## src/rtl/pipeline_stall_controller.sv

```systemverilog
// Per-stage freeze/flush sequencing for the 5-stage pipeline.
// Tracks the SRAM wait time against a watchdog and keeps a saturating count of stall cycles.
module pipeline_stall_controller #(
  parameter int unsigned TIMEOUT = 255,
  parameter int unsigned WAIT_W  = 8,
  parameter int unsigned CNT_W   = 16
) (
  input  logic             clk,
  input  logic             rst,
  input  logic             hazard_detected,
  input  logic             branch_taken,
  input  logic             mem_req,
  input  logic             sram_ready,
  output logic             freeze_if,
  output logic             freeze_id,
  output logic             freeze_mem,
  output logic             flush_if_id,
  output logic             flush_id_exe,
  output logic             mem_timeout,
  output logic [CNT_W-1:0] stall_cycles
);

  typedef enum logic [1:0] {
    ST_RUN      = 2'd0,
    ST_MEM_WAIT = 2'd1,
    ST_ERROR    = 2'd2
  } state_t;

  localparam logic [WAIT_W-1:0] TIMEOUT_CNT = WAIT_W'(TIMEOUT);
  localparam logic [CNT_W-1:0]  CNT_MAX     = {CNT_W{1'b1}};

  state_t            state;
  logic [WAIT_W-1:0] wait_cnt;
  logic              mem_stall;

  // Controls are zero-latency so the pipeline registers see them in the same cycle.
  always_comb begin
    mem_stall    = 1'b0;
    freeze_if    = 1'b0;
    freeze_id    = 1'b0;
    freeze_mem   = 1'b0;
    flush_if_id  = 1'b0;
    flush_id_exe = 1'b0;
    mem_timeout  = 1'b0;
    if (!rst) begin
      unique case (state)
        ST_RUN:      mem_stall = mem_req & ~sram_ready;
        ST_MEM_WAIT: mem_stall = ~sram_ready;
        ST_ERROR:    mem_stall = 1'b1;
        default:     mem_stall = 1'b1;
      endcase
      freeze_mem   = mem_stall;
      freeze_id    = mem_stall;
      freeze_if    = mem_stall | (hazard_detected & ~branch_taken);
      flush_if_id  = branch_taken & ~mem_stall;
      flush_id_exe = ~mem_stall & (branch_taken | hazard_detected);
      mem_timeout  = (state == ST_ERROR);
    end
  end

  // State, SRAM wait watchdog and saturating stall statistics.
  always_ff @(posedge clk) begin
    if (rst) begin
      state        <= ST_RUN;
      wait_cnt     <= '0;
      stall_cycles <= '0;
    end else begin
      unique case (state)
        ST_RUN: begin
          if (mem_req && !sram_ready) begin
            state    <= ST_MEM_WAIT;
            wait_cnt <= WAIT_W'(1);
          end
        end
        ST_MEM_WAIT: begin
          if (sram_ready) begin
            state    <= ST_RUN;
            wait_cnt <= '0;
          end else if (wait_cnt == TIMEOUT_CNT) begin
            state <= ST_ERROR;
          end else begin
            wait_cnt <= wait_cnt + WAIT_W'(1);
          end
        end
        ST_ERROR: state <= ST_ERROR;
        default: begin
          state    <= ST_RUN;
          wait_cnt <= '0;
        end
      endcase
      if (freeze_if && (stall_cycles != CNT_MAX))
        stall_cycles <= stall_cycles + CNT_W'(1);
    end
  end

endmodule

```

## config.mk

```make
export PLATFORM = sky130hd
export DESIGN_NAME = pipeline_stall_controller
export DESIGN_NICKNAME = d
export VERILOG_FILES = /design/src/rtl/pipeline_stall_controller.sv
export SDC_FILE = /design/constraint.sdc
export NUM_CORES = 1
export LEC_CHECK = 0
export BUFFER_PORTS_ARGS = -buffer_cell sky130_fd_sc_hd__buf_4
export CORE_MARGIN = 5
export CORE_UTILIZATION = 49
export CTS_CLUSTER_SIZE = 16
export DETAILED_ROUTE_END_ITERATION = 6
export GPL_TIMING_DRIVEN = 0
export PLACE_DENSITY = 0.81
export SETUP_SLACK_MARGIN = 0.4
export SYNTH_ARGS = -nofsm -noshare
export SYNTH_HDL_FRONTEND = slang
export SYNTH_SLANG_ARGS = --single-unit
export TNS_END_PERCENT = 50
```

## constraint.sdc

```tcl
create_clock -name clk -period 1.6 [get_ports clk]
set_clock_uncertainty 0.1 [all_clocks]
set_input_delay 0.24 -clock clk [delete_from_list [all_inputs] [get_ports clk]]
set_output_delay 0.24 -clock clk [all_outputs]
set_load 0.05 [all_outputs]
```

* Word-level counts from Yosys, hierarchy flattened
Cells that the tools add are included.
** Operators by class
- $add $sub $neg :: 2
- Equal/unequal tests :: 7
- Multiplexer cells :: 15
- Bitwise logic cells :: 10
- Reduce and logical (&&, ||, !) cells :: 6
** Operators by type and width (number)
- two-way mux 8 bit :: 3
- case mux 8 bit (3 select lines) :: 1
- adder 16 x 1 -> 16 bit, second input constant :: 1
- != test 16 bit, second input constant :: 1
- adder 8 x 1 -> 8 bit, second input constant :: 1
- equality test 8 bit, second input constant :: 1
- two-way mux 1 bit :: 6
- two-way mux 2 bit :: 3
- != test 3 bit, second input constant :: 2
- case mux 2 bit (3 select lines) :: 1
- bitwise AND 1 bit :: 4
- inverter 1 bit :: 4
- AND reduction 3 bit :: 1
- equality test 2 x 1 -> 1 bit, second input constant :: 1
- equality test 2 bit, second input constant :: 1
- logical AND 1 bit :: 2
- zero test 2 bit :: 1
- != test 2 bit, second input constant :: 1
- bitwise OR 1 bit :: 2
- case mux 1 bit (2 select lines) :: 1
- AND reduction 2 bit :: 1
- zero test 1 bit :: 1
** Storage, ports and cells
- Bits in registers :: 26
- Input port bits :: 6
- Output and inout bits :: 22
- Logic and storage cells :: 43

* Logic depth before layout (Yosys ltp)
- Depth in word-level cells :: 7
- Gate-level depth with buffers :: 6
- Gate-level depth less buffers :: 5

* Worst setup path after synthesis
No wires, ideal clock.
- Path type :: register to output
- Start point :: reg state[0]
- End point :: out flush_id_exe
- Arrival time :: 2051 ps
- Required time :: 1260 ps
- Setup slack :: -791 ps
- Stages on the path, launching flop included :: 3
- Path buffers :: 0
- Path through :: dfxtp_1 > o21ba_2 > nor4_1
** On the way
- Longest elaborated chain between the ends :: 6
- Elaborated cells on any way between the ends :: 7
- Classes of those cells :: 1 x eq/ne; 3 x mux; 2 x bitwise; 1 x reduce/logical
** Ends and longest elaborated chain
- start: declaration :: line 32 : state_t state;
- start signal: assignment :: line 64 : state <= ST_RUN;
- start signal: assignment :: line 71 : state <= ST_MEM_WAIT;
- start signal: assignment :: line 77 : state <= ST_RUN;
- equality test 2 x 1 -> 1 bit / zero test 2 bit (equally long branches) :: line 46 : unique case (state)
- case mux 1 bit (2 select lines) (*) :: line 46
- two-way mux 1 bit (*) :: line 45 : if (!rst) begin
- inverter 1 bit (*) :: line 56 : flush_id_exe = ~mem_stall & (branch_taken | hazard_detected);
- bitwise AND 1 bit (*) :: line 56
- two-way mux 1 bit (*) :: line 45
- end: declaration :: line 18 : output logic flush_id_exe,
Every way passes the cells marked *; elsewhere a longest branch is shown, timed or not. The select of a mux whose other input is x is not followed.

* Final worst setup path
- Start point :: reg stall_cycles[0]
- End point :: reg stall_cycles[15]
** On the way
- Longest elaborated chain between the ends :: 2
- Elaborated cells on any way between the ends :: 3
- Classes of those cells :: 1 x add/sub; 1 x eq/ne; 1 x reduce/logical
** Ends and longest elaborated chain
- start: declaration :: line 20 : output logic [CNT_W-1:0] stall_cycles
- start signal: assignment :: line 92 : stall_cycles <= stall_cycles + CNT_W'(1);
- branches (longest 2 deep; another with adder 16 x 1 -> 16 bit)
Several ways; the timed one is not identified.
A chain may end at the register's enable or synchronous reset.

==> flow_metrics.py <==
metrics = {
    "route": {
        "first_iter_violations": 316,
        "remaining_drc_errors": 0,
        "via_per_inst": 6.99,
        "dr.pass1.iters": 4,
        "drtAntennaViolNets": 0,
        "totalWireLength_um": 6540,
        "routed-via-count": 1936,
        "routedWlPerCell_um": 23.6,
    },
    "timing": {
        "worst_pin_slew_ns": 0.412,
        "rsz0062_at_grt": "true",
        "fin_tns_setup_ns": -4.01,
        "report.final.slew_viol_count": 0,
        "setup_violations": 27,
        "timing.slew.headroom_pct": 72.3,
        "hold_violations": 0,
        "period_needed_ns": 1.84,
        "finalCritPeriodShare_pct": 115,
        "max_freq_mhz": 542,
        "layout_setup_ws_ns": -0.245,
    },
    "job": {
        "cap_violations": 0,
    },
    "setup_path": {
        "r2r_start": "stall_cycles[0]",
        "start_kind": "flip-flop",
        "crit_arrival_ns": 2.00,
        "rr_worst_depth": 6,
        "rr_endpoint": "stall_cycles[15]",
        "path_class": "flip-flop to flip-flop",
        "crit_required_ns": 1.76,
        "crit_path_end_kind": "flip-flop",
        "r2r_slack_ns": -0.24,
        "cp_max_fo": 5,
    },
    "placed_design": {
        "place_hpwl_um": 2740,
        "pre_cts_ws_ns": -0.390,
        "place_area_um2": 1820,
        "io_buffers": 27,
        "place.gp.congestion": 0.843,
    },
    "global_route": {
        "grt_usage_pct": 24.5,
        "gr-total-overflow": 0,
        "grt_pass1_vias": 1761,
        "grt_max_degree": 15,
        "antenna_found_initial": 0,
        "grt_pass1_wl_um": 8230,
    },
    "logic_synthesis": {
        "synth_top_area_share_pct": 35.3,
        "yosys.area.top_type": "dfxtp_1",
        "synth_mux_area_share_pct": 1.44,
        "synth-seq-cells": 26,
        "synth_top_family_by_area": "simple AND/OR/NAND/NOR gates",
        "synthArstFlopShare_pct": 0,
        "synth.area.top_cells": "dfxtp_1, a21oi_1, o31ai_1",
        "synth_flop_cell": "dfxtp_1",
        "synthXorXnorAreaFrac_pct": 0,
        "yosys.area_share.simple_pct": 28.6,
        "synth-compound-area-share_pct": 26.9,
        "synth_nets": 182,
        "synth_cell_types": 45,
        "yosys_warnings": 0,
        "seq_area_frac_synth_pct": 35.3,
        "synth-edff-count": 0,
        "syn_inst": 174,
        "synth_adder_area_share_pct": 1.69,
        "syn-cell-area_um2": 1480,
        "avgSynthCellArea_um2": 8.49,
    },
    "outcome": {
        "violations": "negative setup slack",
        "status": "finished, violations left",
    },
    "cts": {
        "clk_latency_ns": 0.34,
        "cts_tree": "built",
        "cts.sinks": 26,
        "cts_root_buf": "clkbuf_4",
        "numCtsBuffers": 3,
        "cts.path.max_buffers": 2,
        "cts_max_level": 1,
        "clk_pin_slew_ns": 0.16,
    },
    "floorplanning": {
        "dieArea_um2": 4210,
        "ios": 28,
        "die_h_um": 64.9,
        "die_w_um": 64.9,
        "rows": 20,
        "core_um2": 2980,
        "start_util_pct": 49.6,
    },
    "min_path": {
        "min_path_type": "primary input to flip-flop",
        "holdPathEnd": "stall_cycles[8]",
        "min_path_cells": 3,
        "hold_path_startpoint": "rst",
    },
    "finish": {
        "drive_gt1_share_pct": 62.3,
        "final_util_pct": 88.7,
        "antenna_cells": 0,
        "fill_cells": 126,
        "final_nets": 253,
        "areaGrowthSynthToFinish_pct": 78.8,
        "stdcell_area_um2": 2640,
        "multi_input_area_um2": 1160,
        "regArea_um2": 593,
    },
    "power": {
        "ir_drop_uv": 348,
        "leakage_nw": 0.987,
        "power.density_nw_per_um2": 455,
    },
}
-- registers in the layout (all words and copies together), names as in the netlist --
name          count
wait_cnt          8
stall_cycles     16
state             2
-- power breakdown --
group          leakage, nW  switching (mW)  internal, mW
clock network       0.0150           0.223        0.0982
logic                0.745           0.136         0.101
registers            0.227          0.0116         0.631
total                0.987           0.371         0.830
-- routing by layer --
layer  vias up  track usage [%]  routed length [um]  share of wire (%)
met2       141             42.4                3250                 50
met1       939             28.4                2510                 38
met5         -                0                   0                  0
li1        825                -                   -                  -
met4         0             12.4                 255                3.9
met3        31             4.68                 518                7.9
-- synthesized netlist by cell type, types with 3 or more instances --
| cell | n |
|---|---|
| o311ai_0 | 5 |
| nor2_1 | 7 |
| o21ai_0 | 6 |
| inv_1 | 7 |
| o41ai_1 | 4 |
| a21oi_1 | 18 |
| nor4_1 | 3 |
| nand3_1 | 11 |
| buf_2 | 5 |
| o31ai_1 | 9 |
| nor3_1 | 4 |
| dfxtp_1 | 26 |
| nand2_1 | 14 |
| nand4_1 | 5 |
| or3_1 | 3 |
| or4_1 | 8 |
-- worst max-delay path, stage by stage (launching register included) --
cell	delay (ns)
dfxtp_4	0.42
buf_6	0.11
nand4_1	0.09
a311o_1	0.36
buf_6	0.16
nor4_4	0.19
mux2_4	0.33
-- cell type report --
| class | count | area share [%] |
|---|---|---|
| well taps | 33 | 1.56 |
| flip-flops and latches | 26 | 22.5 |
| plain buffers | 11 | 4.64 |
| repair buffers | 66 | 25.3 |
| inverters | 7 | 1.18 |
| clock buffers | 4 | 0.995 |
| multi-input cells | 130 | 43.9 |
-- worst max path at each step --
stage                                  end  depth (start not counted)            start  slack (ns)
after floorplan           stall_cycles[13]                          6  stall_cycles[1]       -0.25
after detailed placement  stall_cycles[15]                          6       sram_ready       -0.39
after global routing      stall_cycles[13]                          7  stall_cycles[0]       -0.33
after CTS                        freeze_if                          4         state[0]       -0.14
after global placement    stall_cycles[15]                          6       sram_ready       -0.35
final                     stall_cycles[15]                          6  stall_cycles[0]       -0.24
-- layout by cell type (no fill, tap or decap), types with 2 or more instances in the layout --
cell      Yosys  layout
or4_1         8       6
nand3_1      11      11
buf_2         5       3
o311ai_4      0       2
and3_1        2       2
buf_8         0      18
or3_1         3       2
o21a_1        2       2
inv_4         0       2
clkbuf_4      0       4
nand2_2       0       5
nand4_1       5       5
o41ai_2       0       2
o21ai_1       0       2
dfxtp_2       0       7
and4_1        2       2
buf_6         1      19
nor2b_1       2       2
dfxtp_1      26       2
inv_1         7       4
o21ai_0       6       3
or4_4         0       2
dfxtp_4       0      17
o41ai_1       4       2
o31ai_1       9       7
a21oi_2       0       5
a21oi_1      18      12
nor4_4        1       2
ha_4          0       2
buf_4         2      35
o31ai_4       0       2
nor4_2        0       2
nor3_2        0       3
nand2_1      14       9
o311ai_1      0       2
nor2_1        7       6
-- logic make-up after synthesis --
| group | after synthesis |
|---|---|
| multiplexers | 2 |
| adder cells (fa/ha/maj) | 2 |
| AO/OA/AOI/OAI | 56 |
| AND/OR/NAND/NOR | 70 |
| flip-flops | 26 |
| buffers and inverters | 18 |
-- timing repair --
item,4_1_cts,5_1_grt
pin swaps,25,15
hold buffers,0,0
endpoints found under the setup margin,48,48
cloned,3,1
buffers inserted,27,8
gates resized for setup,76,56
-- metrics by stage --
stage          hold slack (ns)  instances  total power, mW
3_3_place_gp             0.359        234            0.814
3_5_place_dp             0.368        234            0.820
4_1_cts                  0.158        268             1.14
2_1_floorplan            0.330        174            0.768
6_report                 0.166        277             1.20
5_1_grt                  0.163        277             1.24
(Power assumes the default switching activity.)
